<file path="src/rtl/keyb_event_queue.sv">
// keyb_event_queue
//   Sits behind the keypad column scanner. It debounces the scanner's
//   {btn_pressed, btn_out} pair and decodes the one-hot column/row byte to a
//   4-bit key code (row*4 + col). It emits one event per physical press into a
//   small show-ahead FIFO that is read over a valid/ready handshake.
//
// Ports
//   clk          system clock, rising edge
//   reset        asynchronous reset, active low
//   btn_pressed  scanner key-present flag
//   btn_out      scanner key id: [7:4] one-hot column, [3:0] one-hot row
//   key_valid    FIFO not empty, key_code is valid
//   key_code     FIFO head (show-ahead); holds the last head while empty
//   key_ready    consumer pop, taken when key_valid && key_ready
//   key_held     high while a key is held or its release is being debounced
//   fifo_count   entries currently stored
//   overflow     sticky: an accepted press was dropped on a full FIFO
//   clr_ovf      synchronous clear of overflow (a same-edge drop wins)
module keyb_event_queue #(
  parameter int STABLE_CYCLES = 16,
  parameter int DEPTH         = 4
) (
  input  logic                     clk,
  input  logic                     reset,
  input  logic                     btn_pressed,
  input  logic [7:0]               btn_out,
  output logic                     key_valid,
  output logic [3:0]               key_code,
  input  logic                     key_ready,
  output logic                     key_held,
  output logic [$clog2(DEPTH):0]   fifo_count,
  output logic                     overflow,
  input  logic                     clr_ovf
);

  localparam int PW = $clog2(DEPTH);
  localparam int CW = PW + 1;

  localparam logic [7:0]    CNT_MAX  = 8'(STABLE_CYCLES);
  localparam logic [7:0]    CNT_LAST = 8'(STABLE_CYCLES - 2);
  localparam logic [CW-1:0] FULL_CNT = CW'(DEPTH);
  localparam logic [CW-1:0] ONE_CNT  = CW'(1);

  typedef enum logic [1:0] {
    IDLE     = 2'd0,
    PRESS_DB = 2'd1,
    HELD     = 2'd2,
    REL_DB   = 2'd3
  } state_t;

  function automatic logic is_onehot4(input logic [3:0] n);
    return (n != 4'd0) && ((n & (n - 4'd1)) == 4'd0);
  endfunction

  function automatic logic [1:0] enc4(input logic [3:0] n);
    logic [1:0] idx;
    idx = 2'd0;
    for (int i = 0; i < 4; i++) begin
      if (n[i]) idx = 2'(i);
    end
    return idx;
  endfunction

  state_t          state_q, state_d;
  logic [8:0]      smp_q, smp_d;
  logic [7:0]      cnt_q, cnt_d;
  logic [3:0]      mem_q [DEPTH];
  logic [PW-1:0]   wr_ptr_q, wr_ptr_d;
  logic [PW-1:0]   rd_ptr_q, rd_ptr_d;
  logic [CW-1:0]   count_q, count_d;
  logic [3:0]      head_q, head_d;
  logic            ovf_q, ovf_d;

  logic [8:0]      inp;
  logic            same;
  logic            stable;
  logic            valid_press;
  logic [3:0]      press_code;
  logic            push_req;
  logic            empty;
  logic            full;
  logic            pop;
  logic            do_push;
  logic            drop;

  assign inp         = {btn_pressed, btn_out};
  assign same        = (inp == smp_q);
  // cnt_q counts edges beyond the first that saw the current value, so the
  // edge where it equals STABLE_CYCLES-2 is the STABLE_CYCLES-th identical one.
  assign stable      = same && (cnt_q == CNT_LAST);
  assign valid_press = btn_pressed && is_onehot4(btn_out[7:4]) && is_onehot4(btn_out[3:0]);
  assign press_code  = {enc4(btn_out[3:0]), enc4(btn_out[7:4])};

  always_comb begin
    smp_d = inp;
    if (same) begin
      cnt_d = (cnt_q == CNT_MAX) ? cnt_q : cnt_q + 8'd1;
    end else begin
      cnt_d = 8'd0;
    end
  end

  always_comb begin
    state_d  = state_q;
    push_req = 1'b0;
    case (state_q)
      IDLE: begin
        if (valid_press) state_d = PRESS_DB;
      end
      PRESS_DB: begin
        if (!valid_press) begin
          state_d = IDLE;
        end else if (stable) begin
          push_req = 1'b1;
          state_d  = HELD;
        end
      end
      HELD: begin
        // Only a release matters here; a different key is ignored.
        if (!btn_pressed) state_d = REL_DB;
      end
      REL_DB: begin
        if (btn_pressed) begin
          state_d = HELD;
        end else if (stable) begin
          state_d = IDLE;
        end
      end
      default: state_d = IDLE;
    endcase
  end

  assign empty   = (count_q == '0);
  assign full    = (count_q == FULL_CNT);
  assign pop     = !empty && key_ready;
  // A pop on the same edge frees the slot, so a full FIFO still accepts.
  assign do_push = push_req && (!full || pop);
  assign drop    = push_req && full && !pop;

  always_comb begin
    wr_ptr_d = do_push ? wr_ptr_q + PW'(1) : wr_ptr_q;
    rd_ptr_d = pop ? rd_ptr_q + PW'(1) : rd_ptr_q;

    count_d = count_q;
    case ({do_push, pop})
      2'b10:   count_d = count_q + ONE_CNT;
      2'b01:   count_d = count_q - ONE_CNT;
      default: count_d = count_q;
    endcase

    // The head register keeps key_code defined and stable while empty.
    head_d = head_q;
    if (do_push && (empty || (pop && count_q == ONE_CNT))) begin
      head_d = press_code;
    end else if (pop && count_q > ONE_CNT) begin
      head_d = mem_q[rd_ptr_q + PW'(1)];
    end

    if (drop) begin
      ovf_d = 1'b1;
    end else if (clr_ovf) begin
      ovf_d = 1'b0;
    end else begin
      ovf_d = ovf_q;
    end
  end

  always_ff @(posedge clk or negedge reset) begin
    if (!reset) begin
      state_q  <= IDLE;
      smp_q    <= '0;
      cnt_q    <= '0;
      wr_ptr_q <= '0;
      rd_ptr_q <= '0;
      count_q  <= '0;
      head_q   <= '0;
      ovf_q    <= 1'b0;
    end else begin
      state_q  <= state_d;
      smp_q    <= smp_d;
      cnt_q    <= cnt_d;
      wr_ptr_q <= wr_ptr_d;
      rd_ptr_q <= rd_ptr_d;
      count_q  <= count_d;
      head_q   <= head_d;
      ovf_q    <= ovf_d;
    end
  end

  // Storage carries data only; occupancy is tracked by the pointers and count.
  always_ff @(posedge clk) begin
    if (do_push) mem_q[wr_ptr_q] <= press_code;
  end

  assign key_valid  = !empty;
  assign key_code   = head_q;
  assign key_held   = (state_q == HELD) || (state_q == REL_DB);
  assign fifo_count = count_q;
  assign overflow   = ovf_q;

endmodule

</file>
<file path="config.mk">
export PLATFORM = sky130hd
export DESIGN_NAME = keyb_event_queue
export DESIGN_NICKNAME = d
export VERILOG_FILES = /design/src/rtl/keyb_event_queue.sv
export SDC_FILE = /design/constraint.sdc
export NUM_CORES = 1
export LEC_CHECK = 0
export CELL_PAD_IN_SITES_DETAIL_PLACEMENT = 1
export CELL_PAD_IN_SITES_GLOBAL_PLACEMENT = 1
export CORE_MARGIN = 8
export CORE_UTILIZATION = 46
export DETAILED_ROUTE_END_ITERATION = 7
export PLACE_DENSITY_LB_ADDON = 0.12
export SYNTH_ARGS = -nofsm -noshare
export SYNTH_HDL_FRONTEND = slang
export SYNTH_SLANG_ARGS = --single-unit
</file>
<file path="constraint.sdc">
create_clock -name clk -period 3.2 [get_ports clk]
set_clock_uncertainty 0.1 [all_clocks]
set_input_delay 0.32 -clock clk [delete_from_list [all_inputs] [get_ports clk]]
set_output_delay 0.32 -clock clk [all_outputs]
set_load 0.03 [all_outputs]
</file>
==> results.json, run 1 <==
{
  "postCtsSetupRepairBufs": 0,
  "routedWlPerCell_um": 16.6,
  "antenna_found_initial": 0,
  "die_x_um": 86.9,
  "cp.arrival_ps": 2620,
  "ff2ff_setup_slack_ps": 490,
  "start_kind": "flip-flop",
  "min_path_type": "input pin to async pin",
  "min_period_ps": 2710,
  "reg2reg_depth": 7,
  "syn-num-nets": 214,
  "coreArea_mm2": 0.00498,
  "route.detailed.drc": 0,
  "rsz0062_at_grt": "no",
  "worstSetupPathType": "flip-flop to flip-flop",
  "clk_pin_slew_ps": 100,
  "htree_num_levels": 2,
  "maxCapViolCount": 0,
  "insertion_delay_ps": 300,
  "first_pass_iters": 4,
  "r2r-start": "cnt_q[0]",
  "cts_buffer_depth": 2,
  "maxSlewViolCount": 0,
  "dp_hpwl_um": 3710,
  "routed-via-count": 1494,
  "cts_tree": "yes",
  "synth_edf_count": 16,
  "grt_remaining_overflow": 0,
  "fin_area_mm2": 0.00271,
  "worst_ir_drop_vdd_uv": 274,
  "drive_above_1_share_pct": 9.22,
  "cts_root_buf": "clkbuf_8",
  "placed_cell_area_mm2": 0.00261,
  "drt_wl_total_um": 4780,
  "numCtsBuffers": 5,
  "ys_ff_latch": 47,
  "pwr_density_cell_mw_per_mm2": 636,
  "cts.sinks": 47,
  "dp_cells": 279,
  "synth_top_flop_cell": "dfrtp_1",
  "globalRouteTotalUtil_pct": 14.2,
  "setup_violations": 0,
  "fillers": 531,
  "p_leak_uw": 0.00109,
  "rr_endpoint": "mem_q[3][2]",
  "final_cells": 287,
  "die-area_mm2": 0.00755,
  "fin_util_pct": 54.4,
  "ios": 23,
  "first_global_vias": 1682,
  "cts_hold_buffers": 0,
  "fp.dieH_um": 86.9,
  "netlist-cell-type-count": 44,
  "ant_nets": 0,
  "cts_resized": 0,
  "start_util_pct": 46.5,
  "critPathMaxFanout": 7,
  "final_cell_mix": "dfrtp_1 (31), clkdlybuf4s50_1 (22), edfxtp_1 (16)",
  "period_share_pct": 84.8,
  "tightest_slew_ps": 524,
  "finalHoldViolations": 0,
  "ys_warn_count": 0,
  "cp-startpoint": "cnt_q[0]",
  "io_buffers": 22,
  "num_rows": 26,
  "run_status": "finished, final reports clean",
  "fin_tns_setup_ps": 0,
  "layout_commonest_cell": "dfrtp_1",
  "cp-end-kind": "flip-flop",
  "fmax_mhz": 368,
  "synthArstFlopShare_pct": 66.0,
  "layout.nets": 240,
  "syn_to_final_growth_pct": 17.1,
  "grt_first_pass_wirelength_um": 8190,
  "netlist_area_mm2": 0.00231,
  "place.gp.congestion": 0.771,
  "postSynthAreaPerCell_um2": 12.2,
  "synth_cells": 190,
  "vias_per_cell": 5.21,
  "drt-initial-drc-count": 59,
  "synth_seq_area_share_pct": 54.3,
  "slew_headroom_pct": 64.8,
  "antenna_cells": 0,
  "crit_required_ps": 3100,
  "grt_start_max_net_pins": 32
}
## metrics by stage
step | hold WS, ps | setup WS, ps | power (uW)
floorplan | -75.6 | 849 | 1150
global placement | 415 | 413 | 1330
detailed placement | 415 | 288 | 1360
CTS | 334 | 461 | 1740
global route | 343 | 175 | 1820
finish | 322 | 485 | 1720
## flip-flops by register name (all words and copies together), names as in the netlist
name / cells
overflow: 1
key_code: 4
wr_ptr_q: 2
rd_ptr_q: 2
fifo_count: 3
cnt_q: 8
mem_q: 16
state_q: 2
smp_q: 9
## how the worst max path moves through the flow
| stage | endpoint | slack (ps) | cells after the start |
|---|---|---|---|
| 6_report | mem_q[3][2] | 490 | 7 |
| 3_3_place_gp | mem_q[3][0] | 410 | 6 |
| 5_1_grt | mem_q[3][2] | 170 | 7 |
| 3_5_place_dp | mem_q[3][0] | 290 | 6 |
| 2_1_floorplan | mem_q[0][0] | 850 | 8 |
| 4_1_cts | mem_q[3][2] | 460 | 7 |
## where the power goes
part           switching [uW]  internal [uW]
Clock                     219            161
Combinational             310            270
Sequential               73.2            689
Total                     602           1120
## critical path: stages, from the launching register on
cell,delay (ps)
dfrtp_1,440
inv_1,110
ha_1,170
nor4b_1,230
nand4b_1,190
nor4_1,530
and3_1,370
and2_1,280
## Yosys cell counts (2+ instances only)
library cell,count,share of area (%)
clkbuf_1,4,0.65
nor4b_1,3,1.1
edfxtp_1,16,21
xnor2_1,15,5.7
and2_1,5,1.4
a21o_1,2,0.65
o21a_1,2,0.65
dfrtp_1,31,34
a21oi_1,5,1.1
nand4_1,5,1.4
ha_1,11,6.0
mux4_2,4,3.9
nand2b_1,3,0.81
mux2i_1,2,0.87
inv_1,13,2.1
nor2_1,15,2.4
xor2_1,8,3.0
o211ai_1,3,0.97
or3_1,3,0.81
nand3_1,6,1.3
nand2_1,10,1.6
o21ai_0,2,0.43
## metal layers
layer	part of all wire, %	up-vias	track usage, %
li1	-	714	-
met1	46	749	17.9
met2	49	27	23.5
met3	3.7	4	3.02
met4	1.0	0	4.69
met5	0	-	0
## layout make-up
type,count,area (um^2),share of cell area (%)
Clock inverter,3,26.3,0.970
Tap cell,70,87.6,3.23
Inverter,13,48.8,1.80
Clock buffer,5,68.8,2.54
Multi-Input combinational cell,126,992,36.6
Timing Repair Buffer,23,228,8.41
Sequential cell,47,1260,46.4
## logic make-up after synthesis
group           count (synthesis)  synth area share [%]
mux                             6                  4.76
xor+xnor                       23                  8.71
compound gates                 21                  6.44
simple gates                   65                  17.0
fa+ha+maj                      11                  5.95
flops                          47                  54.3
buf+inv                        17                  2.76
No activity file was read; power rests on OpenSTA's default activity.
==> inputs of run 2 (changes only) <==
==> constraint.sdc (replaced) <==
create_clock -name clk -period 2.7 [get_ports clk]
set_clock_uncertainty 0.1 [all_clocks]
set_input_delay 0.27 -clock clk [delete_from_list [all_inputs] [get_ports clk]]
set_output_delay 0.27 -clock clk [all_outputs]
set_load 0.03 [all_outputs]
==> run 2 against run 1 <==
Compared with the run above: largest cell class unchanged; largest power group unchanged; worst setup slack got worse by 290 ps; clock power increased by 42%; global-route usage increased by 0.47 points; critical path type unchanged; die area unchanged; highest routed layer unchanged; utilization increased by 1.3 points; via count increased by 1.1%; final cell count increased by 1.4%; critical path depth unchanged.
==> results.json, run 2 (synthesis results as in run 1) <==
{
  "final_cell_mix": "dfrtp_1 (31), clkdlybuf4s50_1 (22), edfxtp_1 (16)",
  "p_leak_uw": 0.00112,
  "cp_slowest_stage_delay_ps": 450,
  "num_rows": 26,
  "min_path_type": "input pin to async pin",
  "ios": 23,
  "place.gp.congestion": 0.775,
  "postCtsSetupRepairBufs": 0,
  "largest-register": "mem_q",
  "start_kind": "flip-flop",
  "largestRegisters": "mem_q x16, smp_q x9, cnt_q x8",
  "p_int_uw": 1420,
  "io_buffers": 22,
  "die_x_um": 86.9,
  "crit_slowest_cell": "dfrtp_1",
  "drive_above_1_share_pct": 11.8,
  "period_share_pct": 92.6,
  "cts_resized": 0,
  "crit_required_ps": 2610,
  "fp.dieH_um": 86.9,
  "cp.arrival_ps": 2410,
  "rsz0062_at_grt": "no",
  "run_status": "finished, final reports clean",
  "cts_buffer_depth": 2,
  "tightest_slew_ps": 506,
  "drt-initial-drc-count": 56,
  "dp_hpwl_um": 3820,
  "first_pass_iters": 6,
  "maxSlewViolCount": 0,
  "coreArea_mm2": 0.00498,
  "routedWlPerCell_um": 17.3,
  "fmax_mhz": 400,
  "routed-via-count": 1510,
  "largest_register_ffs": 16,
  "setup_violations": 0,
  "ff_latch_area_mm2": 0.00126,
  "route.detailed.drc": 0,
  "worst_ir_drop_vdd_uv": 317,
  "swShare_pct": 33.2,
  "numCtsBuffers": 5,
  "cp-end-kind": "flip-flop",
  "antenna_cells": 0,
  "clk_pin_slew_ps": 100,
  "globalRouteTotalUtil_pct": 14.6,
  "pwr_density_cell_mw_per_mm2": 766,
  "grt_remaining_overflow": 0,
  "vias_per_cell": 5.19,
  "layout.nets": 244,
  "power.share.sequential_pct": 42.7,
  "syn_to_final_growth_pct": 19.9,
  "fin_util_pct": 55.7,
  "cts.sinks": 47,
  "antenna_found_initial": 0,
  "die-area_mm2": 0.00755,
  "cts_tree": "yes",
  "multiInputGateArea_mm2": 0.00100,
  "insertion_delay_ps": 300,
  "grt_start_max_net_pins": 32,
  "cts_hold_buffers": 0,
  "first_global_vias": 1656,
  "maxCapViolCount": 0,
  "drt_wl_total_um": 5030,
  "min_period_ps": 2500,
  "cts_root_buf": "clkbuf_8",
  "power_frac_clock_pct": 25.5,
  "worstSetupPathType": "flip-flop to flip-flop",
  "p_sw_uw": 705,
  "finalHoldViolations": 0,
  "start_util_pct": 46.5,
  "layout_commonest_cell": "dfrtp_1",
  "fillers": 526,
  "critPathMaxFanout": 5,
  "htree_num_levels": 2,
  "slew_headroom_pct": 66.2,
  "crit_chain": "inv_1, ha_1, nor4b_2, nand4b_1, nor4_2, and3_1, and2_1",
  "grt_first_pass_wirelength_um": 8460,
  "fin_tns_setup_ps": 0,
  "combPwrFrac_pct": 31.9,
  "ant_nets": 0
}
run 2: changes by cell type in the layout (fill, tap and decap cells not counted), sizes merged:
cell,change
inv,-1
bufinv,+1
buf,+4
run 2: final cells by class:
type	count	area share [%]
inverter	13	1.76
tap	70	3.16
clock inverter	3	1.72
timing repair buffer	27	9.30
multi-input combinational	126	36.3
sequential	47	45.3
clock buffer	5	2.48
run 2: worst max-delay path: cells and delay by family (launching register included):
| family | cells | cell delay (ps) |
|---|---|---|
| AND/OR/NAND/NOR | 5 | 1350 |
| flip-flops | 1 | 450 |
| adder cells (fa/ha/maj) | 1 | 200 |
| buffers and inverters | 1 | 110 |
run 2: worst paths after layout:
path	end	startpoint	depth (start not counted)	slack (ps)
setup / recovery	mem_q[0][2]	cnt_q[0]	7	200
hold / removal	overflow	reset	2	260
setup reg to reg	mem_q[0][2]	cnt_q[0]	7	200
hold reg to reg	overflow	overflow	2	440
max in group asynchronous	smp_q[0]	reset	2	1950
min in group clk	smp_q[0]	btn_out[0]	1	390
run 2: power by group through the flow:
| stage | Combinational (uW) | Clock [uW] | Sequential (uW) |
|---|---|---|---|
| after floorplan | 369 | 0 | 991 |
| after global placement | 666 | 0 | 915 |
| after detailed placement | 685 | 0 | 922 |
| after CTS | 688 | 553 | 908 |
| after global routing | 736 | 578 | 922 |
| final | 677 | 541 | 905 |
run 2: routing by layer:
metal	routed length, um	track usage [%]
met5	0	0
met4	53	4.23
met3	163	3.58
met2	2510	24.2
met1	2300	18.5
run 2: metrics by stage:
| step | setup slack, ps | std cells | power, uW | instance area [um^2] | hold slack (ps) |
|---|---|---|---|---|---|
| after floorplan | 349 | 190 | 1360 | 2310 | -126 |
| after global placement | 205 | 283 | 1580 | 2640 | 416 |
| after detailed placement | 128 | 283 | 1610 | 2640 | 431 |
| after CTS | 135 | 291 | 2150 | 2760 | 271 |
| after global routing | 23.7 | 291 | 2240 | 2770 | 293 |
| final | 199 | 291 | 2120 | 2770 | 264 |
